<file path="config.mk">
export PLATFORM = sky130hd
export DESIGN_NAME = instruction_fetch_unit
export DESIGN_NICKNAME = d
export VERILOG_FILES = /design/src/rtl/instruction_fetch_unit.sv
export SDC_FILE = /design/constraint.sdc
export NUM_CORES = 1
export LEC_CHECK = 0
export BUFFER_PORTS_ARGS = -buffer_cell sky130_fd_sc_hd__buf_2
export CAP_MARGIN = 20
export CORE_MARGIN = 3
export CORE_UTILIZATION = 59
export DETAILED_ROUTE_END_ITERATION = 16
export PLACE_DENSITY = 0.84
export SLEW_MARGIN = 20
export SYNTH_ARGS = -nofsm -noshare
export SYNTH_HDL_FRONTEND = slang
export SYNTH_SLANG_ARGS = --single-unit
</file>
<file path="constraint.sdc">
create_clock -name clk -period 7.1 [get_ports clk]
set_clock_uncertainty 0.2 [all_clocks]
set_input_delay 1.42 -clock clk [delete_from_list [all_inputs] [get_ports clk]]
set_output_delay 1.42 -clock clk [all_outputs]
set_load 0.02 [all_outputs]
</file>
<file path="src/rtl/instruction_fetch_unit.sv">
// Purpose: sequential instruction fetcher with a single outstanding memory read and a DEPTH-entry prefetch FIFO.
// Latency: mem_req/mem_addr are registered one edge after the issue decision; instr_valid rises the cycle after mem_ack.
// Backpressure: no read is issued while the FIFO is full; instr_ready pops the head; redirect flushes and restarts fetch.
//
// Ports:
//   clk, rst_n                 - clock (rising edge) and asynchronous active-low reset
//   mem_req, mem_addr          - registered read request, held stable until mem_ack
//   mem_ack, mem_rdata         - read completion, data valid in the ack cycle
//   instr_valid, instr,
//   instr_pc, instr_ready      - FIFO head to the decoder, popped on valid && ready
//   redirect, redirect_pc      - taken jump/branch pulse and its target (low two bits ignored)
module instruction_fetch_unit #(
    parameter logic [31:0] RESET_PC = 32'h0000_0000,
    parameter int          DEPTH    = 2
) (
    input  logic        clk,
    input  logic        rst_n,
    output logic        mem_req,
    output logic [31:0] mem_addr,
    input  logic        mem_ack,
    input  logic [31:0] mem_rdata,
    output logic        instr_valid,
    output logic [31:0] instr,
    output logic [31:0] instr_pc,
    input  logic        instr_ready,
    input  logic        redirect,
    input  logic [31:0] redirect_pc
);
    localparam int PTR_W = $clog2(DEPTH);
    localparam int CNT_W = $clog2(DEPTH + 1);
    localparam logic [CNT_W-1:0] FULL_CNT = CNT_W'(DEPTH);
    localparam logic [PTR_W-1:0] LAST_PTR = PTR_W'(DEPTH - 1);

    typedef enum logic [1:0] {
        IDLE    = 2'd0,
        REQ     = 2'd1,
        DISCARD = 2'd2
    } state_t;

    state_t           state;
    logic [31:0]      fetch_pc;
    logic [31:0]      fifo_instr [DEPTH];
    logic [31:0]      fifo_pc    [DEPTH];
    logic [PTR_W-1:0] rd_ptr;
    logic [PTR_W-1:0] wr_ptr;
    logic [CNT_W-1:0] count;
    logic             push;
    logic             pop;
    logic [31:0]      redirect_tgt;

    function automatic logic [PTR_W-1:0] ptr_inc(input logic [PTR_W-1:0] p);
        return (p == LAST_PTR) ? '0 : p + PTR_W'(1);
    endfunction

    // Redirect wins over everything: an ack or pop in the redirect cycle is dropped.
    assign push         = (state == REQ) && mem_ack && !redirect;
    assign pop          = instr_valid && instr_ready && !redirect;
    assign redirect_tgt = redirect_pc & 32'hFFFF_FFFC;

    assign instr_valid = (count != '0);
    // Head is masked when empty so stale entries never reach the decoder.
    assign instr       = instr_valid ? fifo_instr[rd_ptr] : '0;
    assign instr_pc    = instr_valid ? fifo_pc[rd_ptr]    : '0;

    // Fetch FSM; mem_req and mem_addr are registered alongside the state.
    always_ff @(posedge clk or negedge rst_n) begin
        if (!rst_n) begin
            state    <= IDLE;
            fetch_pc <= RESET_PC;
            mem_req  <= 1'b0;
            mem_addr <= RESET_PC;
        end else begin
            if (redirect) begin
                fetch_pc <= redirect_tgt;
            end
            case (state)
                IDLE: begin
                    // count cannot grow while a request is pending, so checking
                    // here guarantees the eventual push has room.
                    if (!redirect && (count < FULL_CNT)) begin
                        state    <= REQ;
                        mem_req  <= 1'b1;
                        mem_addr <= fetch_pc;
                    end
                end
                REQ: begin
                    if (mem_ack) begin
                        state   <= IDLE;
                        mem_req <= 1'b0;
                        if (!redirect) begin
                            fetch_pc <= fetch_pc + 32'd4;
                        end
                    end else if (redirect) begin
                        // Request cannot be withdrawn; its data is dropped on ack.
                        state <= DISCARD;
                    end
                end
                DISCARD: begin
                    if (mem_ack) begin
                        state   <= IDLE;
                        mem_req <= 1'b0;
                    end
                end
                default: begin
                    state   <= IDLE;
                    mem_req <= 1'b0;
                end
            endcase
        end
    end

    // FIFO occupancy and pointers.
    always_ff @(posedge clk or negedge rst_n) begin
        if (!rst_n) begin
            rd_ptr <= '0;
            wr_ptr <= '0;
            count  <= '0;
        end else if (redirect) begin
            rd_ptr <= '0;
            wr_ptr <= '0;
            count  <= '0;
        end else begin
            if (push) begin
                wr_ptr <= ptr_inc(wr_ptr);
            end
            if (pop) begin
                rd_ptr <= ptr_inc(rd_ptr);
            end
            if (push && !pop) begin
                count <= count + CNT_W'(1);
            end else if (!push && pop) begin
                count <= count - CNT_W'(1);
            end
        end
    end

    // FIFO storage; contents are only visible through the masked head.
    always_ff @(posedge clk) begin
        if (push) begin
            fifo_instr[wr_ptr] <= mem_rdata;
            fifo_pc[wr_ptr]    <= mem_addr;
        end
    end

endmodule

</file>
# Word-level counts from Yosys, hierarchy flattened
# Memory sizes are Yosys's and may differ from the RTL's.
# Index checks and enable logic that the tools add are counted.
# op_classes
n_mul	0
magnitude_cmp	1
mux	25
div	0
n_reduce_logical	19
n_eq_ne	6
addsub	5
shift	0
n_bitwise	0
# ops
cell	n
32-bit 2-to-1 mux	6
32-bit by 3-bit adder with 32-bit output (second input constant)	1
2-bit 2-to-1 mux	7
1-bit 2-to-1 mux	10
1-bit logical AND	7
2-bit case mux with 3 select lines	1
2-bit nonzero test	3
2-bit != test (second input constant)	2
2-bit AND reduction	2
1-bit logical NOT	3
3-bit != test (second input constant)	1
3-bit AND reduction	1
3-bit nonzero test	1
1-bit adder (second input constant)	2
2-bit by 1-bit adder with 2-bit output (second input constant)	1
2-bit by 1-bit equality test with 1-bit output (second input constant)	1
2-bit equality test (second input constant)	1
2-bit logical NOT	1
2-bit < comparator (second input constant)	1
2-bit by 1-bit != test with 1-bit output (second input constant)	1
1-bit case mux with 2 select lines	1
2-bit OR reduction	1
2-bit by 1-bit subtractor with 2-bit output (second input constant)	1
# word_totals
word_cells	65
mem_count	2
rom_bits	0
in_bits	69
output_inout_bits	98
ramBits	128
regBits	71
latchBits	0
# mem_list
name	words	width	read_ports	rd_clocked_by_memory_dff	wr	line_no	rtl
fifo_instr	2	32	1	0	1	42	logic [31:0] fifo_instr [DEPTH];
fifo_pc	2	32	1	0	1	43	logic [31:0] fifo_pc [DEPTH];

# Depth between registers and ports, before layout
# depth
depth_word	8
ltp_mapped	7
ltp_nobuf	6

# Worst setup path before layout
# No wires, ideal clock.
# synth_timing
kind	input -> register
start	input port redirect
end	memory fifo_instr[0][0], enable pin
cell_stages	4
required_time_ns	6.414
slack_ns	1.926
path_buffers	1
setup_time_ns	0.486
arrival_ns	4.488
cell_sequence	clkbuf_1 > nor2b_1 > nand2_1 > nor2_1
# synth_via
elab_chain_len	4
# synth_rtl
item	line_no	rtl
from (decl)	26	input logic redirect,
1-bit logical NOT	n/a	
1-bit logical AND	56	assign push = (state == REQ) && mem_ack && !redirect;
1-bit 2-to-1 mux	139	if (push) begin
1-bit 2-to-1 mux (implied by the code)	140	fifo_instr[wr_ptr] <= mem_rdata;
to (decl)	42	
# Every way passes these cells.

# Final worst setup path
# layout_timing
start	register rd_ptr
end	output port instr_pc[28]
# layout_via
elab_chain_len	2
# layout_rtl
item	line_no	rtl
from (decl)	44	logic [PTR_W-1:0] rd_ptr;
from (signal assigned)	127	rd_ptr <= ptr_inc(rd_ptr);
memory 2 x 32 bit	n/a	
32-bit 2-to-1 mux	63	assign instr_pc = instr_valid ? fifo_pc[rd_ptr] : '0;
to (decl)	24	output logic [31:0] instr_pc,
# Every way passes these cells.

==> flow_summary.yaml <==
routing:
  drt-met1-wl_um: 6680
  wire_per_inst_um: 17.7
  num_vias: 5162
  wl_met3_um: 871
  route.top_layer_used: "met4"
  drc: 0
  wl_met2_um: 8330
  drt-total-wl_um: 16200
  drt_iter0_markers: 401
  ant_nets: 0
  avgViaCountPerCell: 5.63
  firstDrtPassIters: 5
synth:
  ys_seq_area_share_pct: 68.6
  syn_avg_cell_area_sq_um: 14.4
  synth_seq_cells: 199
  synth_warnings: 0
  synthFlopType: "edfxtp_1"
  async_flop_share_pct: 35.7
  yosysUniqueCellTypes: 40
  syn_area_sq_um: 8200
  synth_edf_count: 128
  synth_nets: 641
  synthCells: 568
sta:
  period_share_pct: 51.3
  whs_ns: 0.295
  min_period_ns: 3.65
  slew_violations: 0
  tightest_slew_ns: 1.02
  timing.setup.tns_ns: 0
  rsz0062_at_grt: "no"
  hold_violations: 0
  finalSetupViolCount: 0
  relSlewSlack_pct: 32.1
  fmax_mhz: 274
  layout_setup_ws_ns: 3.45
placement:
  dp_hpwl_um: 10600
  dp_cells: 885
  gp_congestion: 0.804
  place_ws_ns: 3.47
  place_area_sq_um: 9190
  portBuffers: 164
clock_tree:
  cts_buffers: 17
  clkTransAtPathRegs_ns: 0.07
  cts_root_buf: "clkbuf_16"
  clock_latency_ns: 0.42
  post_cts_buffers: 0
  cts_resized: 0
  hold_buffers: 0
  cts.sink_count: 199
  cts_tree: "yes"
  htreeDepth: 4
  cts_max_path_buffers: 2
worst_setup_path:
  crit_type: "reg -> out"
  max_stage_delay_ns: 0.71
  critical_path.max_fanout: 44
  cp-start-kind: "flip-flop"
  cp_cell_sequence: "buf_16 -> mux2i_1 -> nor2_1 -> buf_2"
  r2r_start: "state[1]"
  required_ns: 5.48
  cp_slowest_cell: "dfrtp_4"
  critPathArrivalTime_ns: 2.03
  rr_endpoint: "fetch_pc[16]"
  end_kind: "output pin"
  regToRegSetupSlack_ns: 4.67
  reg2reg_depth: 6
min_path:
  hp-start: "mem_addr[4]"
  whs_path_depth: 0
  hold_end: "fifo_pc[0][4]"
  hold_path_class: "reg -> reg"
cells_and_area:
  layout-drive-gt1-share_pct: 33.6
  final_cells: 917
  postLayoutCoreUtil_pct: 73.2
  antenna_cells: 0
  area_delta_synth_final_pct: 19.6
  fin_nets: 802
  design_area_sq_um: 9810
pwr:
  p_leak_nw: 3.98
  p_per_area_nw_per_um2: 362
  power.total_mw: 3.55
  ir_worst_vdd_v: 0.000213
grt:
  track_usage_pct: 22.0
  grt_pass1_wl_um: 25700
  grt_start_max_net_pins: 72
  antenna_found_initial: 0
  overflow: 0
  grt_pass1_vias: 5130
die:
  io_pins: 167
  die_y_um: 124
  die_w_um: 124
  die-area_sq_um: 15300
  row_count: 42
  coreArea_sq_um: 13400
  start_util_pct: 61.2
flow_run:
  max_cap_violations: 0
run_status:
  outcome: "finished clean"
critical path, delay by kind of cell, from the launching register on:
kind	cells	cell delay (ns)
flip-flops	1	0.71
buffers and inverters	2	0.51
multiplexers	1	0.27
AND/OR/NAND/NOR	1	0.06
registers in the layout, indices dropped and copies added, names as in the netlist:
signal / cells
fetch_pc: 32
wr_ptr: 1
count: 2
fifo_pc: 64
fifo_instr: 64
mem_req: 1
mem_addr: 32
state: 2
rd_ptr: 1
layer usage:
layer | vias to the layer above | GRT usage (%)
li1 | 2409 | -
met2 | 170 | 36.6
met5 | - | 0
met3 | 26 | 4.09
met4 | 0 | 9.34
met1 | 2557 | 28.6
cell usage in the layout (no fill, tap or decap), types with 3 or more instances in the layout:
cell       count
nor3_1         3
a21oi_1        5
nand3_1        7
nor2b_1        7
ha_1           4
buf_2        163
nand4_1       15
inv_1          9
dfrtp_1       70
nand2_1       20
clkbuf_16     18
a31oi_1        7
clkinv_4       3
xor2_1         4
and4_1         3
mux2i_1       88
nand4_2        3
clkinv_2       4
xnor2_1        8
o21ai_0       15
mux2_2        35
edfxtp_1     128
nor2_1        80
buf_4          5
or3_1          3
layout make-up:
type | count | area [sq um]
fillers | 918 | 3590
repair buffers | 169 | 881
inverters | 9 | 33.8
clock buffers | 20 | 468
multi-input cells | 333 | 2460
clock inverters | 11 | 123
flip-flops and latches | 199 | 5620
well taps | 176 | 220
Yosys cell counts, drive strengths merged (2+ instances only):
library cell  count  area share [%]
a21oi             5            0.31
a221oi            2            0.21
a31o              2            0.21
a31oi             7            0.53
and2              2            0.15
and3              3            0.23
and4              3            0.32
buf              20             1.0
clkbuf            7            0.32
dfrtp            71              22
edfxtp          128              47
ha                4            0.61
inv               9            0.41
mux2             35             4.8
mux2i            88              11
nand2            20            0.92
nand2b            2            0.15
nand3             7            0.43
nand4            18             1.6
nor2             82             3.8
nor2b             7            0.53
nor3              3            0.18
nor4              4            0.56
o21ai            15            0.92
or3               3            0.23
xnor2             8            0.85
xor2              4            0.43
how the worst max path moves through the flow:
| stage | from | to | slack (ns) | cells after the start |
|---|---|---|---|---|
| after floorplan | redirect | fifo_instr[0][0] | 1.93 | 4 |
| after detailed placement | redirect | state[0] | 3.47 | 5 |
| after global placement | redirect | fifo_instr[0][15] | 3.52 | 5 |
| final | rd_ptr | instr_pc[28] | 3.45 | 4 |
| after CTS | rd_ptr | instr[8] | 3.23 | 3 |
| after global routing | count[1] | instr_valid | 3.33 | 4 |
kinds of logic after synthesis:
| kind of cell | count (synthesis) | share of synthesized area, % |
|---|---|---|
| DFF | 199 | 68.6 |
| and+or+nand+nor | 159 | 9.63 |
| muxes | 123 | 15.6 |
| buffers and inverters | 36 | 1.74 |
| AOI/OAI and AO/OA | 35 | 2.63 |
| xor gates and xnor gates | 12 | 1.28 |
| adders and majority gates | 4 | 0.611 |
power breakdown:
group	switching (mW)	total [mW]	internal (mW)	leakage, nW
Combinational	0.591	0.967	0.375	1.67
Clock	0.401	0.948	0.547	0.291
Sequential	0.154	1.63	1.48	2.02
Total	1.15	3.55	2.40	3.98
No activity file was read; power rests on OpenSTA's default activity.
